===== src/rtl/hazard_ctrl.sv =====
// Pipeline hazard/stall controller: load-use bubbles, multi-cycle EX hold,
// taken-branch flush, and a saturating stall-cycle performance counter.
module hazard_ctrl #(
    parameter logic [4:0] NOP_OPCODE   = 5'b11111,
    parameter logic [4:0] MUL_OPCODE   = 5'b01010,
    parameter int         MUL_CYCLES   = 4,
    parameter int         LOAD_BUBBLES = 1
) (
    input  logic        clk,
    input  logic        Reset,
    input  logic [4:0]  IdRs1,
    input  logic [4:0]  IdRs2,
    input  logic        IdUsesRs1,
    input  logic        IdUsesRs2,
    input  logic [4:0]  ExOpcode,
    input  logic [4:0]  ExRd,
    input  logic        ExMemRd,
    input  logic        ExRegWrite,
    input  logic        BranchTaken,
    output logic        PcEnable,
    output logic        IfIdEnable,
    output logic        IfIdFlush,
    output logic        IdExEnable,
    output logic        IdExFlush,
    output logic        ExStall,
    output logic [15:0] StallCycles
);

    typedef enum logic [1:0] {
        RUN        = 2'd0,
        LOAD_STALL = 2'd1,
        MULTI      = 2'd2
    } state_t;

    localparam logic [3:0] MUL_INIT  = 4'(MUL_CYCLES - 2);
    localparam logic [3:0] LOAD_INIT = 4'(LOAD_BUBBLES - 2);

    state_t     state, state_n;
    logic [3:0] cnt, cnt_n;
    logic       mul_done;
    logic       mul_set;
    logic       load_use;
    logic       mul_hit;

    // A bubble (NOP_OPCODE) in EX is never a producer, even if its MEMRD bit is stale.
    assign load_use = ExMemRd && ExRegWrite && (ExRd != 5'd0) && (ExOpcode != NOP_OPCODE) &&
                      ((IdUsesRs1 && (IdRs1 == ExRd)) || (IdUsesRs2 && (IdRs2 == ExRd)));
    assign mul_hit  = (ExOpcode == MUL_OPCODE) && !mul_done;

    // NOTE: every output and next-state signal gets a default first, so no path
    // through the case/if tree can leave one unassigned and infer a latch.
    always_comb begin
        state_n    = state;
        cnt_n      = cnt;
        mul_set    = 1'b0;
        PcEnable   = 1'b1;
        IfIdEnable = 1'b1;
        IfIdFlush  = 1'b0;
        IdExEnable = 1'b1;
        IdExFlush  = 1'b0;
        ExStall    = 1'b0;
        if (!Reset) begin
            unique case (state)
                RUN: begin
                    if (mul_hit) begin
                        PcEnable   = 1'b0;
                        IfIdEnable = 1'b0;
                        IdExEnable = 1'b0;
                        ExStall    = 1'b1;
                        // A two-cycle op is released after this single stall cycle.
                        if (MUL_CYCLES > 2) begin
                            state_n = MULTI;
                            cnt_n   = MUL_INIT;
                        end else begin
                            mul_set = 1'b1;
                        end
                    end else if (BranchTaken) begin
                        IfIdFlush = 1'b1;
                        IdExFlush = 1'b1;
                    end else if (load_use) begin
                        PcEnable   = 1'b0;
                        IfIdEnable = 1'b0;
                        IdExFlush  = 1'b1;
                        if (LOAD_BUBBLES > 1) begin
                            state_n = LOAD_STALL;
                            cnt_n   = LOAD_INIT;
                        end
                    end
                end
                LOAD_STALL: begin
                    PcEnable   = 1'b0;
                    IfIdEnable = 1'b0;
                    IdExFlush  = 1'b1;
                    if (cnt == 4'd0) begin
                        state_n = RUN;
                    end else begin
                        cnt_n = cnt - 4'd1;
                    end
                end
                MULTI: begin
                    PcEnable   = 1'b0;
                    IfIdEnable = 1'b0;
                    IdExEnable = 1'b0;
                    ExStall    = 1'b1;
                    // Leave as the counter reaches zero so the total hold is MUL_CYCLES-1.
                    if (cnt <= 4'd1) begin
                        state_n = RUN;
                        cnt_n   = 4'd0;
                        mul_set = 1'b1;
                    end else begin
                        cnt_n = cnt - 4'd1;
                    end
                end
                default: begin
                    state_n = RUN;
                    cnt_n   = 4'd0;
                end
            endcase
        end
    end

    // NOTE: sequential state uses non-blocking assignments so every register
    // samples the pre-edge values, independent of statement order.
    always_ff @(posedge clk or posedge Reset) begin
        if (Reset) begin
            state       <= RUN;
            cnt         <= 4'd0;
            mul_done    <= 1'b0;
            StallCycles <= 16'd0;
        end else begin
            state <= state_n;
            cnt   <= cnt_n;
            if (mul_set) begin
                mul_done <= 1'b1;
            end else if ((state == RUN) && IdExEnable) begin
                mul_done <= 1'b0;
            end
            if (!PcEnable && (StallCycles != 16'hFFFF)) begin
                StallCycles <= StallCycles + 16'd1;
            end
        end
    end

endmodule

===== config.mk =====
export PLATFORM = sky130hd
export DESIGN_NAME = hazard_ctrl
export DESIGN_NICKNAME = d
export VERILOG_FILES = /design/src/rtl/hazard_ctrl.sv
export SDC_FILE = /design/constraint.sdc
export NUM_CORES = 1
export LEC_CHECK = 0
export BUFFER_PORTS_ARGS = -buffer_cell sky130_fd_sc_hd__buf_2
export CAP_MARGIN = 20
export CORE_ASPECT_RATIO = 1.2
export CORE_MARGIN = 2
export CORE_UTILIZATION = 44
export DETAILED_ROUTE_END_ITERATION = 12
export PLACE_DENSITY = 0.75
export SLEW_MARGIN = 20
export SYNTH_ARGS = -nofsm -noshare
export SYNTH_HDL_FRONTEND = slang
export SYNTH_SLANG_ARGS = --single-unit

===== constraint.sdc =====
create_clock -name clk -period 1.7 [get_ports clk]
set_input_delay 0.085 -clock clk [delete_from_list [all_inputs] [get_ports clk]]
set_output_delay 0.085 -clock clk [all_outputs]
set_load 0.01 [all_outputs]

# After elaboration in Yosys (flattened, before gate mapping)
# Cells that the tools add are included.
word_totals:
  ff_bits: 23
classes:
  n_mux: 33
  eq_ne: 11
  addsub: 2
  bitwise_logic: 1
  n_lt_le_gt_ge: 1
  reduce_logical: 19
ops:
  columns: ["operator", "count"]
  rows:
  - ["1-bit 2-to-1 mux", 21]
  - ["16-bit by 1-bit adder with 16-bit output (second input constant)", 1]
  - ["16-bit inequality test (second input constant)", 1]
  - ["4-bit 2-to-1 mux", 3]
  - ["4-bit one-hot mux with 3 select lines", 1]
  - ["5-bit == test", 2]
  - ["1-bit logical AND", 9]
  - ["2-bit inequality test (second input constant)", 4]
  - ["1-bit one-hot mux with 2 select lines", 4]
  - ["2-bit 2-to-1 mux", 3]
  - ["2-bit one-hot mux with 3 select lines", 1]
  - ["5-bit by 4-bit == test with 1-bit output (second input constant)", 1]
  - ["5-bit inequality test (second input constant)", 1]
  - ["5-bit nonzero test", 1]
  - ["4-bit by 1-bit <= comparator with 1-bit output (second input constant)", 1]
  - ["4-bit logical NOT", 1]
  - ["4-bit AND reduction", 1]
  - ["4-bit by 1-bit subtractor with 4-bit output (second input constant)", 1]
  - ["3-bit AND reduction", 1]
  - ["2-bit by 1-bit == test with 1-bit output (second input constant)", 1]
  - ["2-bit == test (second input constant)", 1]
  - ["1-bit logical NOT", 2]
  - ["2-bit logical NOT", 1]
  - ["2-bit nonzero test", 1]
  - ["other kinds (3)", 3]

# Depth between registers and ports, before layout
depth:
  word_depth: 11
  mapped_depth: 9

# Least setup slack after synthesis
# No wires, ideal clock.
synth_path:
  path_type: "register to register"
  startpoint: "reg StallCycles[0]"
  endpoint: "reg StallCycles[1]"
  path_stages_with_launch: 8
  setup_slack_ns: -0.081
  t_arrival_ns: 1.656
  path_cell_list: "dfrtp_1 ha_1 nand3_1 nor2_1 and3_4 nand3_1 nand2_4 mux2_4"
synth_via:
  elab_chain_cells: 2
  word_cells_on_any_way: 3
  cone_classes: "1 x add/sub; 1 x eq/ne; 1 x reduce/logical"
synth_lines:
  columns: ["item", "line", "text"]
  rows:
  - ["start, declared", "26", "output logic [15:0] StallCycles"]
  - ["start signal, assigned", "139", "StallCycles <= StallCycles + 16'd1;"]
  - ["branches (longest 2 deep; another with 16-bit by 1-bit adder with 16-bit output)", null, null]
# Parallel ways; which one is timed is not known.
# A chain may end at the register's enable or synchronous reset.

# Final worst setup path
layout_path:
  startpoint: "reg StallCycles[1]"
  endpoint: "reg StallCycles[1]"
# Same word-level chain as after synthesis.

==> results.json <==
{
  "grt_use_total_pct": 20.2,
  "io_pins": 49,
  "diodes": 0,
  "max_freq_mhz": 576,
  "cts.htree.levels": 1,
  "whs_endpoint": "state[1]$_DFFE_PP0P_",
  "synth_top_area_cell": "dfrtp_1",
  "numCtsBuffers": 3,
  "nets": 239,
  "drtAntennaViolNets": 0,
  "first_global_vias": 1250,
  "syn_inst": 138,
  "grt_max_degree": 25,
  "synth.net_count": 168,
  "async_reset_ff_share_pct": 100,
  "skew_ps": 7.46,
  "grt_pass1_wl_um": 5310,
  "synth_seq_cells": 22,
  "die_h_um": 64.8,
  "timing.rr.end": "StallCycles[1]$_DFFE_PP0P_",
  "synth.avg_cell_area_um2": 9.81,
  "gp_congestion": 0.809,
  "finalSetupViolCount": 4,
  "path_clk_slew_ps": 110,
  "yosys.cell_count.top_type": "xnor2_1",
  "required_ps": 1900,
  "cts-root-buf": "clkbuf_4",
  "wl_um": 3500,
  "hold-path-cell-count": 4,
  "hold_viol": 0,
  "p_per_area_mw_per_mm2": 921,
  "synth-edff-count": 0,
  "crit_type": "flip-flop to flip-flop",
  "hp-class": "primary input to flip-flop",
  "dieArea_mm2": 0.00354,
  "yosysUniqueCellTypes": 36,
  "synth_seq_area_share_pct": 40.7,
  "drtIter0Drc": 32,
  "cts_tree": "yes",
  "vias": 1316,
  "die_w_um": 54.6,
  "rsz0062_at_grt": "true",
  "vias_per_cell": 5.42,
  "dr.pass1.iters": 4,
  "hpwl_um": 2470,
  "grt_overflow_total": 0,
  "r2r_start": "StallCycles[1]$_DFFE_PP0P_",
  "worstSetupStartpointType": "flip-flop",
  "peakVddDrop_mv": 0.660,
  "rows": 22,
  "netlist_top_cells_count": "xnor2_1 (24), dfrtp_1 (22), nand3_1 (13)",
  "maxSlewViolCount": 0,
  "cts.sinks": 22,
  "fill_cells": 247,
  "finalCritPeriodShare_pct": 102,
  "fin_crit_ps": 1740,
  "drive_gt1_share_pct": 44.9,
  "worst_pin_slew_ps": 303,
  "wl_per_cell_um": 14.4,
  "reg2regPathDepth": 7,
  "syn_to_final_growth_pct": 41.6,
  "run_status": "finished, violations left",
  "dpl_worst_slack_ps": 1.07,
  "worstPathMaxFanout": 4,
  "start_util_pct": 45.1,
  "coreArea_mm2": 0.00300,
  "grt_antenna_before_repair": 0,
  "maxCapViolCount": 0,
  "port_buffers": 48,
  "slew-limit-headroom_pct": 79.8,
  "ys.warnings.count": 0,
  "tns_ps": -60.2,
  "final_critical_path_setup_slack_ps": -37.4,
  "route.detailed.drc": 0,
  "final_util_pct": 63.9,
  "worstHoldStart": "Reset",
  "synth-main-ff-cell": "dfrtp_1",
  "finalPower_mw": 1.77,
  "holdWs_ps": 113,
  "critical_path_arrival_ps": 1940,
  "synth_top_area_share_pct": 40.7,
  "netlist_area_mm2": 0.00135,
  "worst-r2r-setup-slack_ps": -40,
  "leakage_nw": 0.962,
  "clockBufferDepth": 2,
  "endpoint_kind": "flip-flop",
  "synthTopCellsByArea": "dfrtp_1 (41%), xnor2_1 (16%), nand3_1 (4.8%)",
  "violations": "negative setup slack",
  "insertion_delay_ps": 320
}
[how the worst max path moves through the flow]
stage                                from                           to  slack [ps]  cells past startpoint
6_report       StallCycles[1]$_DFFE_PP0P_   StallCycles[1]$_DFFE_PP0P_         -40                      7
5_1_grt        StallCycles[1]$_DFFE_PP0P_  StallCycles[10]$_DFFE_PP0P_        -100                      8
4_1_cts              mul_done$_DFFE_PP0P_                   IfIdEnable         -50                      8
3_5_place_dp         mul_done$_DFFE_PP0P_   StallCycles[1]$_DFFE_PP0P_           1                      8
3_3_place_gp         mul_done$_DFFE_PP0P_   StallCycles[1]$_DFFE_PP0P_          70                      8
2_1_floorplan  StallCycles[0]$_DFFE_PP0P_   StallCycles[1]$_DFFE_PP0P_          20                      7
[power by group]
part	internal, mW	switching [mW]	total (mW)
logic	0.436	0.398	0.834
clock network	0.0831	0.156	0.239
registers	0.607	0.0860	0.693
[stage by stage]
step	area (um^2)	std cells
CTS	1800	241
finish	1920	243
global route	1920	243
floorplan	1360	138
detailed placement	1710	230
global placement	1710	230
[per-layer routing]
metal | vias up | part of all wire (%) | track usage [%]
met5 | - | 0 | 0
li1 | 626 | - | -
met2 | 52 | 54 | 35.0
met1 | 627 | 38 | 22.6
met4 | 0 | 2.8 | 10.0
met3 | 11 | 5.3 | 3.69
[sequential cells by signal, summed over array words and instances, names as in the netlist]
| register | cells |
|---|---|
| mul_done | 1 |
| state | 1 |
| cnt | 4 |
| StallCycles | 16 |
[cells by family (layout without fill, tap and decap cells)]
| kind of cell | count (synthesis) | count (layout) | share of synthesized area (%) |
|---|---|---|---|
| AO/OA/AOI/OAI | 16 | 16 | 8.04 |
| buffers and inverters | 10 | 79 | 5.27 |
| AND/OR/NAND/NOR | 62 | 62 | 26.6 |
| flip-flops | 22 | 22 | 40.7 |
| XOR/XNOR | 24 | 24 | 15.5 |
| adder cells (fa/ha/maj) | 3 | 3 | 2.77 |
| multiplexers | 1 | 1 | 1.11 |
[timing repair]
| action | CTS | global route |
|---|---|---|
| pin swaps | 1 | 4 |
| endpoints found under the setup margin | 3 | 18 |
| hold buffers | 1 | 0 |
| hold endpoints to repair | 22 | 0 |
| setup buffers | 7 | 2 |
| gates resized for setup | 1 | 16 |
[worst max-delay path, cell delays in order, from the launching register on]
cell,delay [ps]
dfrtp_1,450
ha_2,210
nand3_1,100
nor2_2,110
and3_4,230
nand3_4,110
nand2_4,110
mux2_4,310
[cells in the final DEF, fill, tap and decap left out, types with 3 or more instances in the layout]
cell type / netlist / routed
inv_1: 4 / 3
buf_2: 0 / 46
nand4_1: 5 / 5
nand3_1: 13 / 9
a21oi_1: 3 / 3
o21ai_0: 5 / 5
dfrtp_1: 22 / 22
buf_6: 1 / 3
buf_4: 2 / 19
xnor2_1: 24 / 21
nand2_1: 9 / 9
and3_1: 9 / 9
nor2_1: 8 / 7
clkbuf_4: 0 / 3
[cell type report]
type / instances / area, um^2 / share of cell area [%]
repair buffers: 71 / 457 / 23.8
flip-flops and latches: 22 / 551 / 28.7
clock buffers: 3 / 22.5 / 1.17
well taps: 36 / 45.0 / 2.35
inverters: 5 / 23.8 / 1.24
multi-input cells: 106 / 818 / 42.7
No activity file was read; power rests on OpenSTA's default activity.
